$ cat src/rtl/fetch_stage_pkg.sv
// Shared constants and types for the instruction fetch stage.
package fetch_stage_pkg;

    localparam logic [31:0] RESET_ADDR_DEFAULT = 32'h0000_0000;
    localparam int          INST_W             = 32;
    localparam logic [31:0] FETCH_STRIDE       = 32'd4;

    typedef enum logic {
        MODE_RUN,
        MODE_HALTED
    } fetch_mode_e;

    function automatic logic [31:0] word_align(input logic [31:0] addr);
        return {addr[31:2], 2'b00};
    endfunction

endpackage

$ cat src/rtl/fetch_stage_if.sv
// Bus bundles for the fetch stage: instruction-memory request/response and
// the {pc, inst} handshake towards decode.
interface fetch_imem_if;
    import fetch_stage_pkg::*;

    logic              req;
    logic              rdy;
    logic [31:0]       addr;
    logic              rsp;
    logic [INST_W-1:0] rdata;

    modport master (output req, output addr, input rdy, input rsp, input rdata);
    modport slave  (input req, input addr, output rdy, output rsp, output rdata);
endinterface

interface fetch_decode_if;
    import fetch_stage_pkg::*;

    logic              valid;
    logic              ready;
    logic [INST_W-1:0] inst;
    logic [31:0]       pc;

    modport master (output valid, output inst, output pc, input ready);
    modport slave  (input valid, input inst, input pc, output ready);
endinterface

$ cat src/rtl/fetch_stage_fifo.sv
// Small synchronous FIFO with flush; serves as the instruction buffer and as
// the in-flight PC queue. The head comes straight from storage flops.
module fetch_fifo #(
    parameter int WIDTH = 64,
    parameter int DEPTH = 2
) (
    input  logic                         clk,
    input  logic                         rst,
    input  logic                         flush,
    input  logic                         push,
    input  logic [WIDTH-1:0]             push_data,
    input  logic                         pop,
    output logic [WIDTH-1:0]             head,
    output logic [$clog2(DEPTH+1)-1:0]   count,
    output logic                         empty
);
    localparam int AW = (DEPTH > 1) ? $clog2(DEPTH) : 1;
    localparam int CW = $clog2(DEPTH + 1);

    logic [WIDTH-1:0] mem_q [0:DEPTH-1];
    logic [WIDTH-1:0] mem_d [0:DEPTH-1];
    logic [AW-1:0]    rd_ptr_q, rd_ptr_d;
    logic [AW-1:0]    wr_ptr_q, wr_ptr_d;
    logic [CW-1:0]    count_q, count_d;
    logic             full;
    logic             do_push;
    logic             do_pop;

    function automatic logic [AW-1:0] ptr_inc(input logic [AW-1:0] p);
        return (p == AW'(DEPTH - 1)) ? '0 : p + AW'(1);
    endfunction

    assign empty   = (count_q == '0);
    assign full    = (count_q == CW'(DEPTH));
    assign count   = count_q;
    assign head    = mem_q[rd_ptr_q];
    assign do_pop  = pop & ~empty;
    // A pop frees the slot the push needs, so push-when-full is fine with a pop.
    assign do_push = push & (~full | do_pop);

    always_comb begin
        mem_d    = mem_q;
        rd_ptr_d = rd_ptr_q;
        wr_ptr_d = wr_ptr_q;
        count_d  = count_q;
        if (flush) begin
            rd_ptr_d = '0;
            wr_ptr_d = '0;
            count_d  = '0;
        end else begin
            if (do_push) begin
                mem_d[wr_ptr_q] = push_data;
                wr_ptr_d        = ptr_inc(wr_ptr_q);
            end
            if (do_pop) begin
                rd_ptr_d = ptr_inc(rd_ptr_q);
            end
            case ({do_push, do_pop})
                2'b10:   count_d = count_q + CW'(1);
                2'b01:   count_d = count_q - CW'(1);
                default: count_d = count_q;
            endcase
        end
    end

    always_ff @(posedge clk) begin
        if (rst) begin
            mem_q    <= '{default: '0};
            rd_ptr_q <= '0;
            wr_ptr_q <= '0;
            count_q  <= '0;
        end else begin
            mem_q    <= mem_d;
            rd_ptr_q <= rd_ptr_d;
            wr_ptr_q <= wr_ptr_d;
            count_q  <= count_d;
        end
    end

endmodule

$ cat src/rtl/fetch_stage.sv
// Instruction fetch stage: owns the PC, issues word fetches under a credit
// limit, buffers returned words and hands {pc, inst} pairs to decode.
module fetch_stage
    import fetch_stage_pkg::*;
#(
    parameter logic [31:0] RESET_ADDR = RESET_ADDR_DEFAULT,
    parameter int          DEPTH      = 2
) (
    input  logic           i_clk,
    input  logic           i_rst,
    fetch_imem_if.master   imem,
    fetch_decode_if.master dec,
    input  logic           i_redirect,
    input  logic [31:0]    i_redirect_pc,
    input  logic           i_halt
);
    localparam int CW     = $clog2(DEPTH + 1);
    localparam int PAIR_W = 32 + INST_W;

    fetch_mode_e       mode_q, mode_d;
    logic [31:0]       pc_q, pc_d;
    logic [CW-1:0]     discard_q, discard_d;

    logic              pop;
    logic              credit_ok;
    logic              accept;
    logic              rsp_ok;
    logic              inst_push;
    logic              inst_empty;
    logic [CW-1:0]     inst_count;
    logic [PAIR_W-1:0] inst_head;
    logic              pcq_empty;
    logic [CW-1:0]     pcq_count;
    logic [31:0]       pcq_head;

    // The PC queue occupancy is the number of accepted, unreturned requests.
    assign credit_ok = (int'(pcq_count) + int'(inst_count) - int'(pop)) < DEPTH;
    assign imem.req  = (mode_q == MODE_RUN) & ~i_redirect & credit_ok & ~i_rst;
    assign imem.addr = pc_q;
    assign accept    = imem.req & imem.rdy;

    // A response with nothing in flight is a protocol error and is ignored.
    assign rsp_ok    = imem.rsp & ~pcq_empty;
    assign inst_push = rsp_ok & (discard_q == '0) & ~i_redirect;

    assign dec.valid = ~inst_empty & ~i_rst;
    assign pop       = dec.valid & dec.ready;
    assign dec.pc    = dec.valid ? inst_head[PAIR_W-1:INST_W] : '0;
    assign dec.inst  = dec.valid ? inst_head[INST_W-1:0]      : '0;

    fetch_fifo #(.WIDTH(32), .DEPTH(DEPTH)) u_pc_queue (
        .clk       (i_clk),
        .rst       (i_rst),
        .flush     (1'b0),
        .push      (accept),
        .push_data (pc_q),
        .pop       (rsp_ok),
        .head      (pcq_head),
        .count     (pcq_count),
        .empty     (pcq_empty)
    );

    fetch_fifo #(.WIDTH(PAIR_W), .DEPTH(DEPTH)) u_inst_fifo (
        .clk       (i_clk),
        .rst       (i_rst),
        .flush     (i_redirect),
        .push      (inst_push),
        .push_data ({pcq_head, imem.rdata}),
        .pop       (pop),
        .head      (inst_head),
        .count     (inst_count),
        .empty     (inst_empty)
    );

    always_comb begin
        pc_d      = pc_q;
        discard_d = discard_q;
        mode_d    = mode_q;
        if (i_redirect) begin
            pc_d      = word_align(i_redirect_pc);
            discard_d = pcq_count - CW'(rsp_ok);
        end else begin
            if (accept) begin
                pc_d = pc_q + FETCH_STRIDE;
            end
            if (rsp_ok && (discard_q != '0)) begin
                discard_d = discard_q - CW'(1);
            end
        end
        if (i_halt) begin
            mode_d = MODE_HALTED;
        end
    end

    always_ff @(posedge i_clk) begin
        if (i_rst) begin
            pc_q      <= RESET_ADDR;
            discard_q <= '0;
            mode_q    <= MODE_RUN;
        end else begin
            pc_q      <= pc_d;
            discard_q <= discard_d;
            mode_q    <= mode_d;
        end
    end

endmodule

$ cat src/flat_wrapper.sv
// flat-port wrapper written by rule: the top's interface ports become plain ports
module fetch_stage_flat import fetch_stage_pkg::*;
#(
    parameter logic [31:0] RESET_ADDR = RESET_ADDR_DEFAULT,
    parameter int          DEPTH      = 2
)
  (i_clk, i_rst, i_redirect, i_redirect_pc, i_halt, imem_req, imem_addr, imem_rdy, imem_rsp, imem_rdata, dec_valid, dec_inst, dec_pc, dec_ready);
  fetch_imem_if imem_i ();
  fetch_decode_if dec_i ();
  input  logic i_clk;
  input  logic i_rst;
  input  logic i_redirect;
  input  logic [31:0] i_redirect_pc;
  input  logic i_halt;
  output wire logic [$bits(imem_i.req)-1:0] imem_req;
  output wire logic [$bits(imem_i.addr)-1:0] imem_addr;
  input wire logic [$bits(imem_i.rdy)-1:0] imem_rdy;
  input wire logic [$bits(imem_i.rsp)-1:0] imem_rsp;
  input wire logic [$bits(imem_i.rdata)-1:0] imem_rdata;
  output wire logic [$bits(dec_i.valid)-1:0] dec_valid;
  output wire logic [$bits(dec_i.inst)-1:0] dec_inst;
  output wire logic [$bits(dec_i.pc)-1:0] dec_pc;
  input wire logic [$bits(dec_i.ready)-1:0] dec_ready;
  assign imem_req = imem_i.req;
  assign imem_addr = imem_i.addr;
  assign imem_i.rdy = imem_rdy;
  assign imem_i.rsp = imem_rsp;
  assign imem_i.rdata = imem_rdata;
  assign dec_valid = dec_i.valid;
  assign dec_inst = dec_i.inst;
  assign dec_pc = dec_i.pc;
  assign dec_i.ready = dec_ready;
  fetch_stage #(.RESET_ADDR(RESET_ADDR), .DEPTH(DEPTH)) u_core (.i_clk(i_clk), .i_rst(i_rst), .imem(imem_i), .dec(dec_i), .i_redirect(i_redirect), .i_redirect_pc(i_redirect_pc), .i_halt(i_halt));
endmodule
$ cat config.mk
export PLATFORM = sky130hd
export DESIGN_NAME = fetch_stage_flat
export DESIGN_NICKNAME = d
export VERILOG_FILES = /design/src/rtl/fetch_stage_pkg.sv /design/src/rtl/fetch_stage_if.sv /design/src/rtl/fetch_stage_fifo.sv /design/src/rtl/fetch_stage.sv /design/src/flat_wrapper.sv
export SDC_FILE = /design/constraint.sdc
export NUM_CORES = 1
export LEC_CHECK = 0
export ABC_CLOCK_PERIOD_IN_PS = 3000
export BUFFER_PORTS_ARGS = -buffer_cell sky130_fd_sc_hd__buf_4
export CAP_MARGIN = 0
export CORE_MARGIN = 3
export CORE_UTILIZATION = 26
export CTS_CLUSTER_DIAMETER = 200
export DETAILED_ROUTE_END_ITERATION = 8
export GPL_TIMING_DRIVEN = 0
export PLACE_DENSITY = 0.48
export SETUP_SLACK_MARGIN = 0.15
export SLEW_MARGIN = 20
export SYNTH_ARGS = -nofsm -noshare
export SYNTH_HDL_FRONTEND = slang
export SYNTH_SLANG_ARGS = --single-unit
$ cat constraint.sdc
create_clock -name i_clk -period 3 [get_ports i_clk]
set_input_delay 0.15 -clock i_clk [delete_from_list [all_inputs] [get_ports i_clk]]
set_output_delay 0.15 -clock i_clk [all_outputs]
set_load 0.05 [all_outputs]
==> flow_summary.yaml <==
detailed_routing:
  postRouteWirelength_um: 34800
  drt_iter0_markers: 552
  first_pass_iters: 4
  final_antenna_net_count: 0
  drc_errors: 0
  via_per_inst: 4.67
  num_vias: 9520
  avgRoutedWirePerCell_um: 17.1
critical_path:
  start_kind: "flip-flop"
  required_ns: 2.85
  critPathMaxFanout: 2
  critPathKind: "reg -> out"
  endpoint_kind: "output port"
  arrival_ns: 2.77
timing:
  period_minus_slack_ns: 2.92
  skew_ns: 0.0218
  worstMarginPinSlew_ns: 0.875
  fmax_mhz: 343
  hold_viol_final: 0
  slew_headroom_pct: 41.6
  post-route-period-util_pct: 97.3
  rsz0062_at_grt: "yes"
  drv_slew: 0
  setup_viol: 0
cts:
  cts_sinks: 225
  cts_buffers: 28
  htreeDepth: 1
  clk_latency_ns: 0.55
  clockBufferDepth: 3
  clockRootBuffer: "clkbuf_16"
  cts.clk_slew.worst_paths_ns: 0.06
  cts_tree: "done"
die:
  num_rows: 70
  die-area_mm2: 0.0402
  fp.dieW_um: 200
  core_area_mm2: 0.0370
  ios: 169
  start_util_pct: 26.6
  die_y_um: 200
power_and_ir_drop:
  p_leak_nw: 4.77
  vdd_drop_max_uv: 372
  power.density_mw_per_mm2: 508
yosys:
  ys_async_sr_fraction_pct: 0
  synth_top_area_share_pct: 45.8
  avgSynthCellArea_um2: 7.98
  synth_area_mm2: 0.00983
  yosys-top-cells-area: "dfxtp_1 (46%), nand2_1 (11%), mux2i_1 (9.5%)"
  postSynthCellCount: 1232
  ys_warn_count: 0
  synthTopCellsByCount: "nand2_1 (275), dfxtp_1 (225), nor2_1 (158)"
  seq_area_frac_synth_pct: 45.8
  synth_cell_types: 51
  ys_ff_latch: 225
  synth_flop_cell: "dfxtp_1"
  synth_edf_count: 0
  yosysTopAreaCell: "dfxtp_1"
  synthMostInstantiatedCell: "nand2_1"
run_status:
  status: "completed"
min_path:
  min_path_type: "in -> reg"
final_layout:
  drive_above_1_share_pct: 21.6
  finalNonFillerCells: 2038
  nFillCells: 3996
  num_antenna_cells: 0
  final_util_pct: 37.8
  nets: 1591
  syn_to_final_growth_pct: 42.1
place:
  portBuffers: 161
  dp_cells: 1900
  routabilityCongestion: 0.799
  hpwl_um: 24200
global_routing:
  grt_pass1_vias: 9161
  top_usage_layer: "met2"
  overflow: 0
  grt_max_degree: 15
  grt_pass1_wl_um: 53100
  use_met1_pct: 23.2
  antenna_found_initial: 0
  met3_usage_pct: 2.50
  track_usage_pct: 16.4
  use_met2_pct: 26.0
run:
  cap_violations: 0
-- sequential cells by signal (all words and copies together), names as in the netlist --
signal,flops
u_core.u_pc_queue.mem_q,60
u_core.u_inst_fifo.mem_q,124
u_core.u_inst_fifo.wr_ptr_q,1
u_core.mode_q,1
u_core.u_pc_queue.count,2
u_core.u_inst_fifo.count,2
u_core.u_pc_queue.rd_ptr_q,1
u_core.discard_q,2
u_core.imem.addr,30
u_core.u_inst_fifo.rd_ptr_q,1
u_core.u_pc_queue.wr_ptr_q,1
-- per-layer routing --
metal | up-vias | wire length, um
met5 | - | 0
met4 | 0 | 790
met3 | 46 | 1630
met2 | 229 | 15800
met1 | 4478 | 16600
li1 | 4767 | -
-- repair_timing --
item / 4_1_cts / 5_1_grt
gates resized for setup: 72 / 83
buffers inserted: 7 / 8
hold endpoints to repair: 97 / 0
endpoints found under the setup margin: 155 / 216
gates cloned: 3 / 5
hold buffers: 64 / 0
pin swaps: 13 / 27
-- worst paths after layout --
path	end	slack [ns]	cells past startpoint	from
worst max-delay path	imem_req	0.08	9	u_core.u_pc_queue.count[0]
worst min-delay path	u_core.imem.addr[18]	0.07	4	i_redirect
worst max register to register	u_core.u_pc_queue.mem_q[60]	0.08	12	u_core.u_pc_queue.count[0]
worst min register to register	u_core.u_inst_fifo.mem_q[81]	0.45	2	u_core.u_inst_fifo.mem_q[81]
-- cell families after synthesis --
family | after synthesis | share of synthesized area, %
AOI/OAI and AO/OA | 261 | 15.8
xor gates and xnor gates | 12 | 1.07
adders and majority gates | 8 | 1.09
buffers and inverters | 118 | 4.93
DFF | 225 | 45.8
muxes | 95 | 9.70
other | 1 | 0.0381
and+or+nand+nor | 512 | 21.6
-- final cells by class --
cell class              count  area, um2  area share [%]
plain buffers             105        591            4.23
well taps                 504        631            4.51
clock buffers              38        798            5.72
clock inverters            14        138           0.985
flip-flops and latches    225       4510            32.3
inverters                  12       45.0           0.322
repair buffers            248       2140            15.3
multi-input cells         892       5110            36.6
-- per-stage QoR --
stage / power [W] / setup slack, ns / hold WS [ns] / cell area, um2 / setup TNS, ns
floorplan: 0.00342 / 0.233 / 0.266 / 9850 / 0
global placement: 0.00366 / -0.273 / 0.360 / 11700 / -12.80
detailed placement: 0.00366 / -0.268 / 0.368 / 11700 / -13.97
CTS: 0.00713 / 0.0488 / 0.0495 / 13600 / 0
global route: 0.00735 / -0.00914 / 0.121 / 14000 / -0.0478
finish: 0.00709 / 0.0824 / 0.0651 / 14000 / 0
-- placed cells by master, fill, tap and decap left out, drive strengths merged, types with 18 or more instances in the layout --
cell type,instances
nor2,158
clkbuf,118
nand2,275
nand3,18
buf,209
mux2i,93
a21oi,147
dlygate4sd3,64
a211oi,66
dfxtp,225
-- power breakdown --
part | leakage, nW | switching, W | internal, W
Sequential | 1.82 | 0.0000723 | 0.00303
Combinational | 2.48 | 0.000353 | 0.000257
Clock | 0.468 | 0.00134 | 0.00204
-- worst max-delay path: stages, from the launching register on --
cell,delay [ns]
dfxtp_4,0.36
ha_4,0.16
fa_1,0.51
inv_1,0.06
ha_2,0.20
ha_4,0.25
nand3b_1,0.12
buf_6,0.16
a211oi_4,0.20
buf_6,0.19
(Power assumes the default switching activity.)
